==> src/rtl/tmr_updown_counter.sv <==
// tmr_updown_counter: triple-modular-redundant up/down modulo counter.
// Three replica registers are resolved by a bitwise majority voter, and every
// replica reloads from the voted next value each clock, so a single-lane upset
// is scrubbed within one cycle. It also provides per-lane saturating error
// counters, a sticky uncorrectable flag and a fault-injection port.
//
// Ports:
//   clk, rst       rising-edge clock, asynchronous active-high reset
//   enable, up_dn  step the count this cycle; 1 = up, 0 = down
//   load, load_val synchronous load, takes priority over enable, clipped to MAX_VAL
//   inj_en         fault-injection strobe
//   inj_lane       target replica 0..2 (3 = no-op)
//   inj_mask       XOR mask for the target replica's next value
//   err_clr        clears the error counters and the uncorrectable flag
//   q_out          voted count (no added latency)
//   wrap           registered one-cycle pulse on a terminal-count rollover
//   fault_lane     combinational; bit i set when replica i differs from the vote
//   err_cnt        per-lane saturating error counts, lane i at [i*ERR_CNT_W +: ERR_CNT_W]
//   uncorrectable  sticky; set when all three replicas are pairwise different
module tmr_updown_counter #(
  parameter int unsigned WIDTH     = 8,
  parameter int unsigned MAX_VAL   = (2**WIDTH) - 1,
  parameter int unsigned ERR_CNT_W = 4
) (
  input  logic                   clk,
  input  logic                   rst,
  input  logic                   enable,
  input  logic                   up_dn,
  input  logic                   load,
  input  logic [WIDTH-1:0]       load_val,
  input  logic                   inj_en,
  input  logic [1:0]             inj_lane,
  input  logic [WIDTH-1:0]       inj_mask,
  input  logic                   err_clr,
  output logic [WIDTH-1:0]       q_out,
  output logic                   wrap,
  output logic [2:0]             fault_lane,
  output logic [3*ERR_CNT_W-1:0] err_cnt,
  output logic                   uncorrectable
);

  localparam logic [WIDTH-1:0]     MAX_V   = WIDTH'(MAX_VAL);
  localparam logic [ERR_CNT_W-1:0] ERR_SAT = '1;

  logic [WIDTH-1:0]     r0, r1, r2;
  logic [WIDTH-1:0]     vote;
  logic [WIDTH-1:0]     nxt;
  logic                 wrap_nxt;
  logic [2:0]           inj_hit;
  logic                 all_differ;
  logic [ERR_CNT_W-1:0] err_q [3];

  // Bitwise majority vote and per-lane disagreement flags
  assign vote       = (r0 & r1) | (r0 & r2) | (r1 & r2);
  assign q_out      = vote;
  assign fault_lane = {(r2 != vote), (r1 != vote), (r0 != vote)};
  assign all_differ = (r0 != r1) && (r0 != r2) && (r1 != r2);

  // Next value is derived from the vote only, so each lane is scrubbed every cycle.
  // An out-of-range vote (multi-lane upset) steps up to 0 without a wrap.
  always_comb begin
    nxt      = vote;
    wrap_nxt = 1'b0;
    if (load) begin
      nxt = (load_val >= MAX_V) ? MAX_V : load_val;
    end else if (enable) begin
      if (up_dn) begin
        if (vote >= MAX_V) begin
          nxt      = '0;
          wrap_nxt = (vote == MAX_V);
        end else begin
          nxt = vote + WIDTH'(1);
        end
      end else begin
        if (vote == '0) begin
          nxt      = MAX_V;
          wrap_nxt = 1'b1;
        end else begin
          nxt = vote - WIDTH'(1);
        end
      end
    end
  end

  // Injection decode; inj_lane == 3 matches no lane
  always_comb begin
    inj_hit = 3'b000;
    for (int i = 0; i < 3; i++) begin
      inj_hit[i] = inj_en && (inj_lane == 2'(i));
    end
  end

  // Replica registers
  always_ff @(posedge clk or posedge rst) begin
    if (rst) begin
      r0 <= '0;
      r1 <= '0;
      r2 <= '0;
    end else begin
      r0 <= inj_hit[0] ? (nxt ^ inj_mask) : nxt;
      r1 <= inj_hit[1] ? (nxt ^ inj_mask) : nxt;
      r2 <= inj_hit[2] ? (nxt ^ inj_mask) : nxt;
    end
  end

  // Rollover pulse
  always_ff @(posedge clk or posedge rst) begin
    if (rst) begin
      wrap <= 1'b0;
    end else begin
      wrap <= wrap_nxt;
    end
  end

  // Saturating per-lane error counters
  always_ff @(posedge clk or posedge rst) begin
    if (rst) begin
      for (int i = 0; i < 3; i++) begin
        err_q[i] <= '0;
      end
    end else if (err_clr) begin
      for (int i = 0; i < 3; i++) begin
        err_q[i] <= '0;
      end
    end else begin
      for (int i = 0; i < 3; i++) begin
        if (fault_lane[i] && (err_q[i] != ERR_SAT)) begin
          err_q[i] <= err_q[i] + ERR_CNT_W'(1);
        end
      end
    end
  end

  // Sticky uncorrectable flag; a new set condition beats err_clr
  always_ff @(posedge clk or posedge rst) begin
    if (rst) begin
      uncorrectable <= 1'b0;
    end else begin
      uncorrectable <= all_differ | (uncorrectable & ~err_clr);
    end
  end

  // Pack the lane counters onto the output bus
  for (genvar g = 0; g < 3; g++) begin : g_err_out
    assign err_cnt[g*ERR_CNT_W +: ERR_CNT_W] = err_q[g];
  end

endmodule

==> config.mk <==
export PLATFORM = sky130hd
export DESIGN_NAME = tmr_updown_counter
export DESIGN_NICKNAME = d
export VERILOG_FILES = /design/src/rtl/tmr_updown_counter.sv
export SDC_FILE = /design/constraint.sdc
export NUM_CORES = 1
export LEC_CHECK = 0
export ABC_AREA = 0
export CORE_ASPECT_RATIO = 1.2
export CORE_MARGIN = 4
export CORE_UTILIZATION = 54
export CTS_BUF_LIST = sky130_fd_sc_hd__clkbuf_8 sky130_fd_sc_hd__clkbuf_16
export CTS_CLUSTER_DIAMETER = 60
export DETAILED_ROUTE_END_ITERATION = 7
export PLACE_DENSITY = 0.81
export SLEW_MARGIN = 15
export SYNTH_ARGS = -nofsm -noshare
export SYNTH_HDL_FRONTEND = slang
export SYNTH_SLANG_ARGS = --single-unit
export TNS_END_PERCENT = 5
==> constraint.sdc <==
create_clock -name clk -period 3.6 [get_ports clk]
set_input_delay 0.9 -clock clk [delete_from_list [all_inputs] [get_ports clk]]
set_output_delay 0.9 -clock clk [all_outputs]
set_load 0.03 [all_outputs]
==> impl_metrics.toml <==
[detailed_routing]
drt_iter0_markers = 174
avgViaCountPerCell = 6.38
drc = 0
dr_wl_met3_um = 396
wire_per_inst_um = 17.4
wl_mm = 7.73
top_layer = "met4"
drtAntennaViolNets = 0
wirelength_met1_mm = 3.01
dr.pass1.iters = 5
route.met2.wl_mm = 4.09
vias = 2841

[floorplanning]
chipHeight_um = 90.2
initial_core_util = 0.567
io-pin-count = 50
die_x_um = 76.5
coreArea_mm2 = 0.00537
core.rowCount = 29
die-area_mm2 = 0.00690

[setup_path]
regToRegSetupSlack_ns = 0.38
worstSetupStartpointType = "flip-flop"
startpoint = "r1[4]"
reg2reg_to = "r2[4]"
cp.required_ns = 2.70
critical_path_arrival_ns = 2.62
path_class = "flip-flop to output port"
rr_worst_depth = 10
r2r-start = "r1[0]"
worst_setup_path_end_kind = "output port"
worstPathMaxFanout = 7

[logic_synthesis]
yosys.area.top_type = "dfrtp_1"
synthCells = 335
syn_area_per_cell_um2 = 9.08
syn-cell-area_mm2 = 0.00304
yosys_warnings = 0
ys_seq_area_frac = 0.313
syn_nets = 390
synthDistinctLibCells = 50
ys_ff_latch = 38
synth.area.top_cells = "dfrtp_1 31%, ha_1 12%, nor4_1 7.0%"
netlist.area_leader.share = 0.313

[timing]
worstMarginPinSlew_ns = 0.774
fmax_ghz = 0.284
final-hold-violation-count = 0
setup_tns_ns = 0
slew_headroom = 0.484
post-route-min-period_ns = 3.52
finalCritPeriodShare = 0.976
slew_viol_final = 0
rsz0062_at_grt = "no"
skew_ns = 0.00633
setup_violations = 0

[layout]
layout_commonest_cell = "clkdlybuf4s50_1"
nFillCells = 462
drive_gt1_frac = 0.0679
final_cell_mix = "48 x clkdlybuf4s50_1, 38 x dfrtp_1, 33 x nand2_1"
syn_to_final_growth_pct = 21.3
final_util = 0.687
diodes = 0
final_nets = 438

[placed_design]
io_buffers = 49
gp_congestion = 1.03
dp_hpwl_mm = 6.13

[clock_network]
cts_root_buf = "clkbuf_8"
cts_sinks = 38
insertion_delay_ns = 0.29
postCtsHoldBufs = 0
htreeDepth = 2
max-clock-path-buffers = 2
cts_tree = "yes"
cts_made_buffers = 5
clkTransAtPathRegs_ns = 0.07

[power]
ir_drop_mv = 0.519
powerDensity_mw_per_mm2 = 642
leakage_uw = 0.00145

[flow_run]
cap_viol_max_count = 0

[status]
outcome = "finished, final reports clean"

[min_path]
hp-start = "uncorrectable"
hold_path.class = "flip-flop to flip-flop"
min_delay_path_depth = 2
hold-path-endpoint = "uncorrectable"

[grt]
antenna_found_initial = 0
track_usage = 0.224
grt-ovfl-total = 0
grt_pass1_wl_mm = 12.6
grt_max_degree = 39
grt_pass1_vias = 2687
==> stage by stage <==
| step | power, uW | instances | area, um^2 | setup slack (ns) | hold WS, ns |
|---|---|---|---|---|---|
| global placement | 2020 | 438 | 3590 | 0.320 | 0.511 |
| detailed placement | 2050 | 438 | 3590 | 0.261 | 0.525 |
| global route | 2530 | 445 | 3690 | 0.00421 | 0.539 |
| floorplan | 1640 | 335 | 3040 | 0.770 | 0.654 |
| CTS | 2350 | 445 | 3680 | 0.0741 | 0.534 |
| finish | 2370 | 445 | 3690 | 0.0849 | 0.530 |
==> sequential cells by signal (all words and copies together), names as in the netlist <==
register       flops
err_cnt           12
r0                 8
r1                 8
r2                 8
uncorrectable      1
wrap               1
==> critical path, cell delays in order (launching register included) <==
cell,delay [ns]
dfrtp_1,0.42
ha_1,0.32
nor4_1,0.35
o22ai_1,0.16
nor4_2,0.40
inv_1,0.07
clkdlybuf4s50_1,0.60
==> routing by layer <==
metal / GRT usage / vias to the layer above
met5: 0 / -
met4: 0.0952 / 0
met3: 0.0260 / 18
met2: 0.421 / 103
met1: 0.253 / 1346
li1: - / 1374
==> cell usage after synthesis, drive strengths merged <==
cell type / instances
dfrtp: 38
nor4: 35
nand2: 33
ha: 30
o31a: 24
xor2: 20
inv: 15
xnor2: 15
nor2: 13
o22ai: 12
a21oi: 11
nand3: 10
o21ai: 10
nor3: 9
clkbuf: 8
or3: 8
buf: 5
mux2i: 4
o211ai: 3
o31ai: 3
a222oi: 2
a22oi: 2
a31o: 2
a31oi: 2
and3b: 2
nand4: 2
o21bai: 2
a21boi: 1
a221o: 1
a221oi: 1
a311oi: 1
and3: 1
clkinv: 1
nand2b: 1
nand3b: 1
nor2b: 1
nor3b: 1
nor4b: 1
o2111ai: 1
o211a: 1
o311ai: 1
o41ai: 1
==> area by class of cell <==
class,instances,area (um^2),area share
Tap cell,62,77.6,0.0210
Clock inverter,2,15.0,0.00407
Clock buffer,5,68.8,0.0187
Inverter,16,60.1,0.0163
Multi-Input combinational cell,268,1990,0.540
Sequential cell,38,951,0.258
Timing Repair Buffer,54,527,0.143
==> logic make-up (layout without fill, tap and decap cells) <==
family | count (synthesis) | after routing | synth area share
mux | 4 | 4 | 0.0132
fa+ha+maj | 30 | 30 | 0.123
flops | 38 | 38 | 0.312
compound gates | 81 | 81 | 0.193
simple gates | 118 | 118 | 0.218
buf+inv | 29 | 77 | 0.0395
xor+xnor | 35 | 35 | 0.101
==> worst max path at each step <==
| stage | end |
|---|---|
| after floorplan | r0[5] |
| after global placement | fault_lane[2] |
| after detailed placement | fault_lane[2] |
| after CTS | fault_lane[2] |
| after global routing | fault_lane[2] |
| final | fault_lane[1] |
==> power breakdown <==
group          leakage [uW]  switching (uW)  internal, uW  total (uW)
Sequential         0.000472             110           518         629
Combinational      0.000940             854           603        1460
Clock             0.0000362             150           132         282
Total               0.00145            1110          1250        2370
==> timing repair <==
action / in CTS / in global routing
endpoints found under the setup margin: 3 / 2
buffers inserted: 0 / 0
pin swaps: 0 / 2
gates resized for setup: 3 / 1
Power figures use the tool's default switching activity.
